<file path="config.mk">
export PLATFORM = sky130hd
export DESIGN_NAME = muldiv_ctrl_flat
export DESIGN_NICKNAME = d
export VERILOG_FILES = /design/src/rtl/muldiv_pkg.sv /design/src/rtl/muldiv_if.sv /design/src/rtl/muldiv_datapath.sv /design/src/rtl/muldiv_ctrl.sv /design/src/flat_wrapper.sv
export SDC_FILE = /design/constraint.sdc
export NUM_CORES = 1
export LEC_CHECK = 0
export BUFFER_PORTS_ARGS = -buffer_cell sky130_fd_sc_hd__buf_4
export CAP_MARGIN = 0
export CORE_MARGIN = 5
export CORE_UTILIZATION = 59
export CTS_CLUSTER_SIZE = 16
export DETAILED_ROUTE_END_ITERATION = 10
export PLACE_DENSITY = 0.81
export REMOVE_ABC_BUFFERS = 1
export SLEW_MARGIN = 10
export SYNTH_ARGS = -nofsm -noshare
export SYNTH_HDL_FRONTEND = slang
export SYNTH_HIERARCHICAL = 1
export SYNTH_SLANG_ARGS = --single-unit
</file>
<file path="constraint.sdc">
create_clock -name clk -period 3.3 [get_ports clk]
set_clock_uncertainty 0.2 [all_clocks]
set_input_delay 0.165 -clock clk [delete_from_list [all_inputs] [get_ports clk]]
set_output_delay 0.165 -clock clk [all_outputs]
set_load 0.03 [all_outputs]
</file>
<file path="src/rtl/muldiv_pkg.sv">
// ============================================================================
// muldiv_pkg : shared types and constants for the iterative multiply/divide
// Rev 1.0 - initial release
// ============================================================================
`default_nettype none

package muldiv_pkg;

    localparam int XLEN  = 32;
    localparam int ITER  = 32;
    localparam int CNT_W = 5;

    typedef enum logic [1:0] {
        IDLE = 2'd0,
        RUN  = 2'd1,
        FIX  = 2'd2
    } state_t;

    localparam logic [1:0] OP_MULTU = 2'b00;
    localparam logic [1:0] OP_MULT  = 2'b01;
    localparam logic [1:0] OP_DIVU  = 2'b10;
    localparam logic [1:0] OP_DIV   = 2'b11;

    function automatic logic [XLEN-1:0] abs_val(input logic [XLEN-1:0] v, input logic is_signed);
        return (is_signed && v[XLEN-1]) ? -v : v;
    endfunction

endpackage

`default_nettype wire

</file>
<file path="src/rtl/muldiv_if.sv">
// ============================================================================
// muldiv_if : EX/ID-side signals of the multiply/divide sequencer
// Rev 1.0 - initial release
// ============================================================================
`default_nettype none

interface muldiv_if;
    import muldiv_pkg::*;

    logic            startEX;
    logic [1:0]      opEX;
    logic [XLEN-1:0] srcAEX;
    logic [XLEN-1:0] srcBEX;
    logic            readHiLoID;
    logic            muldivID;
    logic            stallMD;
    logic            busy;
    logic [XLEN-1:0] hi;
    logic [XLEN-1:0] lo;

    modport master (
        output startEX, opEX, srcAEX, srcBEX, readHiLoID, muldivID,
        input  stallMD, busy, hi, lo
    );

    modport slave (
        input  startEX, opEX, srcAEX, srcBEX, readHiLoID, muldivID,
        output stallMD, busy, hi, lo
    );

endinterface

`default_nettype wire

</file>
<file path="src/rtl/muldiv_datapath.sv">
// ============================================================================
// muldiv_datapath : 64-bit accumulator, shift-add / restoring shift-subtract
// step and final sign fix. Divide path present only with MULDIV_DIV_EN.
// Rev 1.0 - initial release
// ============================================================================
`default_nettype none

module muldiv_datapath
    import muldiv_pkg::*;
(
    input  wire logic            clk,
    input  wire logic            rst_n,
    input  wire logic            i_load,
    input  wire logic            i_step,
    input  wire logic            i_fix,
    input  wire logic            i_is_div,
    input  wire logic            i_signed,
    input  wire logic [XLEN-1:0] i_src_a,
    input  wire logic [XLEN-1:0] i_src_b,
    output logic                 o_wr,
    output logic [XLEN-1:0]      o_hi,
    output logic [XLEN-1:0]      o_lo
);

    logic [2*XLEN-1:0] r_acc;
    logic [XLEN-1:0]   r_opb;
    logic              r_neg_lo;
    logic [XLEN:0]     w_sum;
    logic [2*XLEN-1:0] w_mul_nxt;
    logic [2*XLEN-1:0] w_acc_nxt;
    logic [2*XLEN-1:0] w_prod;

    // Multiplier is consumed from the LSB end while the product fills from the top.
    assign w_sum     = {1'b0, r_acc[2*XLEN-1:XLEN]} + (r_acc[0] ? {1'b0, r_opb} : {(XLEN+1){1'b0}});
    assign w_mul_nxt = {w_sum, r_acc[XLEN-1:1]};
    assign w_prod    = r_neg_lo ? -r_acc : r_acc;
    assign o_wr      = i_fix;

`ifdef MULDIV_DIV_EN
    logic              r_neg_hi;
    logic              r_is_div;
    logic [XLEN:0]     w_diff;
    logic [2*XLEN-1:0] w_div_nxt;

    // Trial subtract on the shifted partial remainder; borrow means restore.
    assign w_diff    = r_acc[2*XLEN-1:XLEN-1] - {1'b0, r_opb};
    assign w_div_nxt = w_diff[XLEN] ? {r_acc[2*XLEN-2:XLEN-1], r_acc[XLEN-2:0], 1'b0}
                                    : {w_diff[XLEN-1:0],        r_acc[XLEN-2:0], 1'b1};
    assign w_acc_nxt = r_is_div ? w_div_nxt : w_mul_nxt;

    always_comb begin
        o_hi = w_prod[2*XLEN-1:XLEN];
        o_lo = w_prod[XLEN-1:0];
        if (r_is_div) begin
            o_hi = r_neg_hi ? -r_acc[2*XLEN-1:XLEN] : r_acc[2*XLEN-1:XLEN];
            o_lo = r_neg_lo ? -r_acc[XLEN-1:0]      : r_acc[XLEN-1:0];
        end
    end

    always_ff @(posedge clk) begin
        if (!rst_n) begin
            r_neg_hi <= 1'b0;
            r_is_div <= 1'b0;
        end else if (i_load) begin
            r_neg_hi <= i_signed & i_src_a[XLEN-1];
            r_is_div <= i_is_div;
        end
    end
`else
    logic w_unused_is_div;

    assign w_unused_is_div = i_is_div;
    assign w_acc_nxt       = w_mul_nxt;
    assign o_hi            = w_prod[2*XLEN-1:XLEN];
    assign o_lo            = w_prod[XLEN-1:0];
`endif

    // Zero divisor leaves the all-ones quotient unnegated.
    always_ff @(posedge clk) begin
        if (!rst_n) begin
            r_acc    <= '0;
            r_opb    <= '0;
            r_neg_lo <= 1'b0;
        end else if (i_load) begin
            r_acc    <= {{XLEN{1'b0}}, abs_val(i_src_a, i_signed)};
            r_opb    <= abs_val(i_src_b, i_signed);
            r_neg_lo <= i_signed & (i_src_a[XLEN-1] ^ i_src_b[XLEN-1]) & (|i_src_b);
        end else if (i_step) begin
            r_acc    <= w_acc_nxt;
        end
    end

endmodule

`default_nettype wire

</file>
<file path="src/rtl/muldiv_ctrl.sv">
// ============================================================================
// muldiv_ctrl : iterative mult/div sequencer owning HI/LO and the MD stall.
// Divide support is built only when MULDIV_DIV_EN is defined.
// Rev 1.0 - initial release
// ============================================================================
`default_nettype none

module muldiv_ctrl
    import muldiv_pkg::*;
(
    input  wire logic clk,
    input  wire logic rst_n,
    muldiv_if.slave   bus
);

    state_t            r_state;
    logic [CNT_W-1:0]  r_cnt;
    logic              r_busy;
    logic [XLEN-1:0]   r_hi;
    logic [XLEN-1:0]   r_lo;

    logic              w_is_mul;
    logic              w_is_div;
    logic              w_signed;
    logic              w_op_ok;
    logic              w_accept;
    logic              w_dp_wr;
    logic [XLEN-1:0]   w_dp_hi;
    logic [XLEN-1:0]   w_dp_lo;

    assign w_is_mul = (bus.opEX == OP_MULTU) || (bus.opEX == OP_MULT);
    assign w_is_div = (bus.opEX == OP_DIVU)  || (bus.opEX == OP_DIV);
    assign w_signed = (bus.opEX == OP_MULT)  || (bus.opEX == OP_DIV);

`ifdef MULDIV_DIV_EN
    assign w_op_ok = w_is_mul | w_is_div;
`else
    assign w_op_ok = w_is_mul;
`endif

    assign w_accept = bus.startEX & w_op_ok & (r_state == IDLE);

    // Combinational on startEX so an ID consumer stalls in the issue cycle itself.
    assign bus.stallMD = (r_busy | (bus.startEX & w_op_ok)) & (bus.readHiLoID | bus.muldivID);
    assign bus.busy    = r_busy;
    assign bus.hi      = r_hi;
    assign bus.lo      = r_lo;

    muldiv_datapath u_dp (
        .clk      (clk),
        .rst_n    (rst_n),
        .i_load   (w_accept),
        .i_step   (r_state == RUN),
        .i_fix    (r_state == FIX),
        .i_is_div (w_is_div),
        .i_signed (w_signed),
        .i_src_a  (bus.srcAEX),
        .i_src_b  (bus.srcBEX),
        .o_wr     (w_dp_wr),
        .o_hi     (w_dp_hi),
        .o_lo     (w_dp_lo)
    );

    always_ff @(posedge clk) begin
        if (!rst_n) begin
            r_state <= IDLE;
            r_cnt   <= '0;
            r_busy  <= 1'b0;
            r_hi    <= '0;
            r_lo    <= '0;
        end else begin
            case (r_state)
                IDLE: begin
                    if (w_accept) begin
                        r_state <= RUN;
                        r_cnt   <= CNT_W'(ITER - 1);
                        r_busy  <= 1'b1;
                    end
                end
                RUN: begin
                    if (r_cnt == '0) begin
                        r_state <= FIX;
                    end else begin
                        r_cnt <= r_cnt - CNT_W'(1);
                    end
                end
                FIX: begin
                    r_state <= IDLE;
                    r_busy  <= 1'b0;
                end
                default: begin
                    r_state <= IDLE;
                    r_busy  <= 1'b0;
                end
            endcase
            if (w_dp_wr) begin
                r_hi <= w_dp_hi;
                r_lo <= w_dp_lo;
            end
        end
    end

endmodule

`default_nettype wire
</file>
<file path="src/flat_wrapper.sv">
// flat-port wrapper written by rule: the top's interface ports become plain ports
module muldiv_ctrl_flat import muldiv_pkg::*;
  (clk, rst_n, bus_startEX, bus_opEX, bus_srcAEX, bus_srcBEX, bus_readHiLoID, bus_muldivID, bus_stallMD, bus_busy, bus_hi, bus_lo);
  muldiv_if bus_i ();
  input  wire logic clk;
  input  wire logic rst_n;
  input wire logic [$bits(bus_i.startEX)-1:0] bus_startEX;
  input wire logic [$bits(bus_i.opEX)-1:0] bus_opEX;
  input wire logic [$bits(bus_i.srcAEX)-1:0] bus_srcAEX;
  input wire logic [$bits(bus_i.srcBEX)-1:0] bus_srcBEX;
  input wire logic [$bits(bus_i.readHiLoID)-1:0] bus_readHiLoID;
  input wire logic [$bits(bus_i.muldivID)-1:0] bus_muldivID;
  output wire logic [$bits(bus_i.stallMD)-1:0] bus_stallMD;
  output wire logic [$bits(bus_i.busy)-1:0] bus_busy;
  output wire logic [$bits(bus_i.hi)-1:0] bus_hi;
  output wire logic [$bits(bus_i.lo)-1:0] bus_lo;
  assign bus_i.startEX = bus_startEX;
  assign bus_i.opEX = bus_opEX;
  assign bus_i.srcAEX = bus_srcAEX;
  assign bus_i.srcBEX = bus_srcBEX;
  assign bus_i.readHiLoID = bus_readHiLoID;
  assign bus_i.muldivID = bus_muldivID;
  assign bus_stallMD = bus_i.stallMD;
  assign bus_busy = bus_i.busy;
  assign bus_hi = bus_i.hi;
  assign bus_lo = bus_i.lo;
  muldiv_ctrl u_core (.clk(clk), .rst_n(rst_n), .bus(bus_i));
endmodule
</file>
# --- Word level (Yosys, flattened, before mapping) ---
# Cells that the tools add are included.
classes:
  add_sub_neg: 5
  eq_ne: 7
  mux: 14
  n_bitwise: 10
  reduce_logical: 14
op_table:
  columns: ["op", "n"]
  rows:
  - ["32-bit 2-to-1 mux", 5]
  - ["64-bit 2-to-1 mux", 1]
  - ["32-bit negation", 2]
  - ["64-bit negation", 1]
  - ["32-bit by 32-bit adder with 33-bit output", 1]
  - ["32-bit OR reduction", 1]
  - ["5-bit 2-to-1 mux", 2]
  - ["5-bit case mux with 2 select lines", 1]
  - ["1-bit bitwise AND", 5]
  - ["5-bit zero test", 1]
  - ["5-bit by 1-bit subtractor with 5-bit output, second input constant", 1]
  - ["2-bit by 1-bit == test with 1-bit output, second input constant", 2]
  - ["2-bit == test, second input constant", 2]
  - ["2-bit zero test", 2]
  - ["2-bit 2-to-1 mux", 2]
  - ["2-bit inequality test, second input constant", 2]
  - ["2-bit case mux with 2 select lines", 1]
  - ["2-bit AND reduction", 2]
  - ["2-bit nonzero test", 2]
  - ["3-bit AND reduction", 1]
  - ["1-bit logical AND", 2]
  - ["1-bit logical OR", 2]
  - ["2-bit by 1-bit inequality test with 1-bit output, second input constant", 1]
  - ["1-bit inverter", 2]
  - ["5 further kinds", 6]
totals:
  reg_bits: 169
  in_bits: 71
  output_inout_bits: 66
  wordCells: 59

# --- Longest topological paths before layout ---
depth:
  ltp_word: 6
  mapped_depth: 12
  mapped_depth_nobuf: 11

# --- Hierarchy ---
# Netlist, hierarchy kept.
modules_own_cells:
  columns: ["module", "n_inst", "cells_per_inst", "area_each_um2", "seq_area_each_um2"]
  rows:
  - ["muldiv_datapath", 1, 1105, 8428.1, 1941.9]
  - ["muldiv_ctrl", 1, 251, 2782.7, 1441.4]

# --- Worst setup path before layout ---
# OpenSTA, ideal clock, no wires.
synth_timing:
  path_type: "register to register"
  startpoint: "register u_core.u_dp.r_acc[0]"
  endpoint: "register u_core.u_dp.r_acc[55]"
  setup_ns: 0.127
  t_arrival_ns: 2.699
  required_time_ns: 2.973
  slack_ns: 0.274
  stages_incl_launch_ff: 12
  path_buffers: 2
  period_less_slack_ns: 3.026
  path_cell_list: "dfxtp_1 clkbuf_1 and2_1 ha_1 clkbuf_1 a21o_1 a311oi_1 o21ai_0 o21ai_1 o41ai_1 nor4b_1 or3_1"
synth_via:
  elab_chain_len: 2
synth_lines:
  columns: ["element", "line", "text"]
  rows:
  - ["start: declaration", "muldiv_datapath.sv:25", "logic [2*XLEN-1:0] r_acc;"]
  - ["start signal: assignment", "muldiv_datapath.sv:85", "r_acc <= {{XLEN{1'b0}}, abs_val(i_src_a, i_signed)};"]
  - ["start signal: assignment", "muldiv_datapath.sv:89", "r_acc <= w_acc_nxt;"]
  - ["32-bit 2-to-1 mux", "muldiv_datapath.sv:34", "assign w_sum = {1'b0, r_acc[2*XLEN-1:XLEN]} + (r_acc[0] ? {1'b0, r_opb} : {(XLEN+1){1'b0}});"]
  - ["32-bit by 32-bit adder with 33-bit output", "muldiv_datapath.sv:34", null]
# No other way between the ends.
# A chain may end at the register's enable or synchronous reset.

# --- Worst setup path after layout ---
layout_timing:
  startpoint: "input bus_srcBEX[0]"
  endpoint: "register u_core.u_dp.r_opb[29]"
layout_via:
  elab_chain_len: 2
layout_lines:
  columns: ["element", "line", "text"]
  rows:
  - ["start: declaration", "flat_wrapper.sv:10", "input wire logic [$bits(bus_i.srcBEX)-1:0] bus_srcBEX;"]
  - ["32-bit negation", "muldiv_pkg.sv:25", "return (is_signed && v[XLEN-1]) ? -v : v;"]
  - ["32-bit 2-to-1 mux", "muldiv_pkg.sv:25", null]
  - ["end signal: assignment", "muldiv_datapath.sv:86", "r_opb <= abs_val(i_src_b, i_signed);"]
  - ["end: declaration", "muldiv_datapath.sv:26", "logic [XLEN-1:0] r_opb;"]
# No other way between the ends.

==> impl_metrics.ini <==
[layout]
drive_above_1_share = 0.160
syn_to_final_growth_pct = 23.7
final_core_util = 0.741
finalNetCount = 1646
final_cell_area_sq_um = 13900
finalNonFillerCells = 1785
diodes = 0

[floorplanning]
die_h_um = 148
core-area_sq_um = 18700
dieArea_sq_um = 21900
rows = 50
initial_core_util = 0.599
die_width_um = 148
io_pins = 137

[clock_tree]
htree_levels = 4
cts_made_buffers = 17
clkLatencyLatePin_ns = 0.44
cts.clk_slew.worst_paths_ns = 0.07
cts_root_buffer = clkbuf_16
clockBufferDepth = 2
cts_tree = yes
clock-sinks = 169

[route]
routedWlPerCell_um = 18.3
dr.pass1.iters = 7
via_count = 10956
post-route-drc-count = 0
drt_wl_total_um = 32700
ant_nets = 0
vias_per_cell = 6.14
drt_iter0_drc = 820

[timing]
timing.final.crit_share = 0.976
fin_crit_ns = 3.22
setup_viol = 0
max_freq_mhz = 310
whs_ns = 0.0139
tightest_slew_ns = 1.21
slew_headroom = 0.193
drv_slew = 0
hold_viol = 0

[power_and_ir_drop]
pwr_density_cell_nw_per_um2 = 387
ir_drop_v = 0.000370
power_mw = 5.36
p_leak_nw = 5.44

[setup_path]
cp_max_fo = 5
critPathArrivalTime_ns = 3.34
cp.required_ns = 3.42
endpoint_kind = register
crit_start = bus_srcBEX[0]
criticalPathCategory = input port to register
timing.rr.start = u_core/u_dp/r_acc[0]
cp-start-kind = input port

[synth]
yosys_warnings = 6
syn_area_sq_um = 11200
synth_area_per_cell_sq_um = 8.27
synthCells = 1355

[place]
placement.io_buffers = 136
dp.cells = 1686
placed_area_sq_um = 12600
routabilityCongestion = 0.999
dpl.hpwl_um = 22600

[global_routing]
grt_pass1_vias = 10483
use_met2 = 0.480
grt_max_degree = 71
grt_pass1_wl_um = 52600
gr-usage-met3 = 0.0460
grt.busiest_layer = met2
grtUsageMet1 = 0.393
overflow = 0
antenna_found_initial = 0
grt_usage = 0.291

[job]
maxCapViolations = 0

[min_path]
min-delay-path-class = input port to register
hp-start = bus_srcBEX[4]

[run_status]
outcome = complete, no violations
-- area by class of cell --
type | instances | area (sq um)
flip-flops and latches | 169 | 3380
repair buffers | 244 | 2030
well taps | 234 | 293
multi-input cells | 1083 | 7460
inverters | 23 | 86.3
clock buffers | 20 | 457
fillers | 1358 | 4850
clock inverters | 12 | 141
-- through the flow --
step,TNS (ns),setup slack [ns]
floorplan,-600.24,-6.22
global placement,0,0.236
detailed placement,0,0.129
CTS,0,0.0429
global route,-0.0125,-0.0125
finish,0,0.0782
-- final timing paths --
check / to / slack [ns] / cells after the start
min reg2reg: u_core/u_dp/r_opb[16] / 0.25 / 2
max: u_core/u_dp/r_opb[29] / 0.08 / 10
min: u_core/u_dp/r_opb[4] / 0.01 / 4
max reg2reg: u_core/u_dp/r_acc[55] / 0.15 / 10
-- state kept, by name, summed over array words and instances (netlist names) --
name	flops
u_core/r_state	2
u_core/u_dp/r_opb	32
u_core/r_cnt	5
u_core/bus.lo	32
u_core/bus.hi	32
u_core/bus.busy	1
u_core/u_dp/r_neg_lo	1
u_core/u_dp/r_acc	64
-- repair_timing --
item | in CTS | in global routing
hold endpoints to repair | 62 | 0
gates resized for setup | 0 | 7
hold buffers | 67 | 0
setup buffers | 0 | 1
setup endpoints to repair | 0 | 3
-- report_power, final --
part,switching [mW],internal (mW),total [mW],leakage (nW)
clock,0.873,1.17,2.04,0.288
sequential,0.104,2.12,2.23,1.37
combinational,0.602,0.496,1.10,3.78
-- routing by layer --
| layer | wire length, um | vias up |
|---|---|---|
| met2 | 15300 | 472 |
| met3 | 2370 | 58 |
| li1 | - | 5243 |
| met4 | 636 | 0 |
| met1 | 14400 | 5183 |
| met5 | 0 | - |
-- layout by cell type (no fill, tap or decap), drive strengths merged, types with 5 or more instances in the layout --
| cell type | instances |
|---|---|
| clkbuf | 20 |
| o22ai | 18 |
| o211a | 16 |
| o21ai | 91 |
| buf | 178 |
| mux2i | 101 |
| or4 | 13 |
| and2 | 40 |
| o31ai | 19 |
| nor2b | 82 |
| nand3b | 6 |
| nand2b | 7 |
| nand3 | 41 |
| xor2 | 33 |
| nor4 | 16 |
| or3 | 21 |
| o21bai | 5 |
| nor3 | 28 |
| a21oi | 79 |
| o41ai | 15 |
| and3 | 8 |
| clkinv | 5 |
| dlygate4sd3 | 66 |
| nand2 | 113 |
| dfxtp | 169 |
| or2 | 6 |
| a31oi | 17 |
| o211ai | 13 |
| inv | 26 |
| nand4 | 14 |
| xnor2 | 100 |
| ha | 36 |
| nor2 | 77 |
| a21o | 11 |
-- critical path: stages --
cell,delay (ns)
dlygate4sd3_1,0.53
buf_4,0.16
or4_4,0.56
or4_4,0.52
nor3_4,0.27
nand2_2,0.12
o31ai_2,0.23
xor2_1,0.16
dlygate4sd3_1,0.55
o21ai_0,0.07
(Power assumes the default switching activity.)
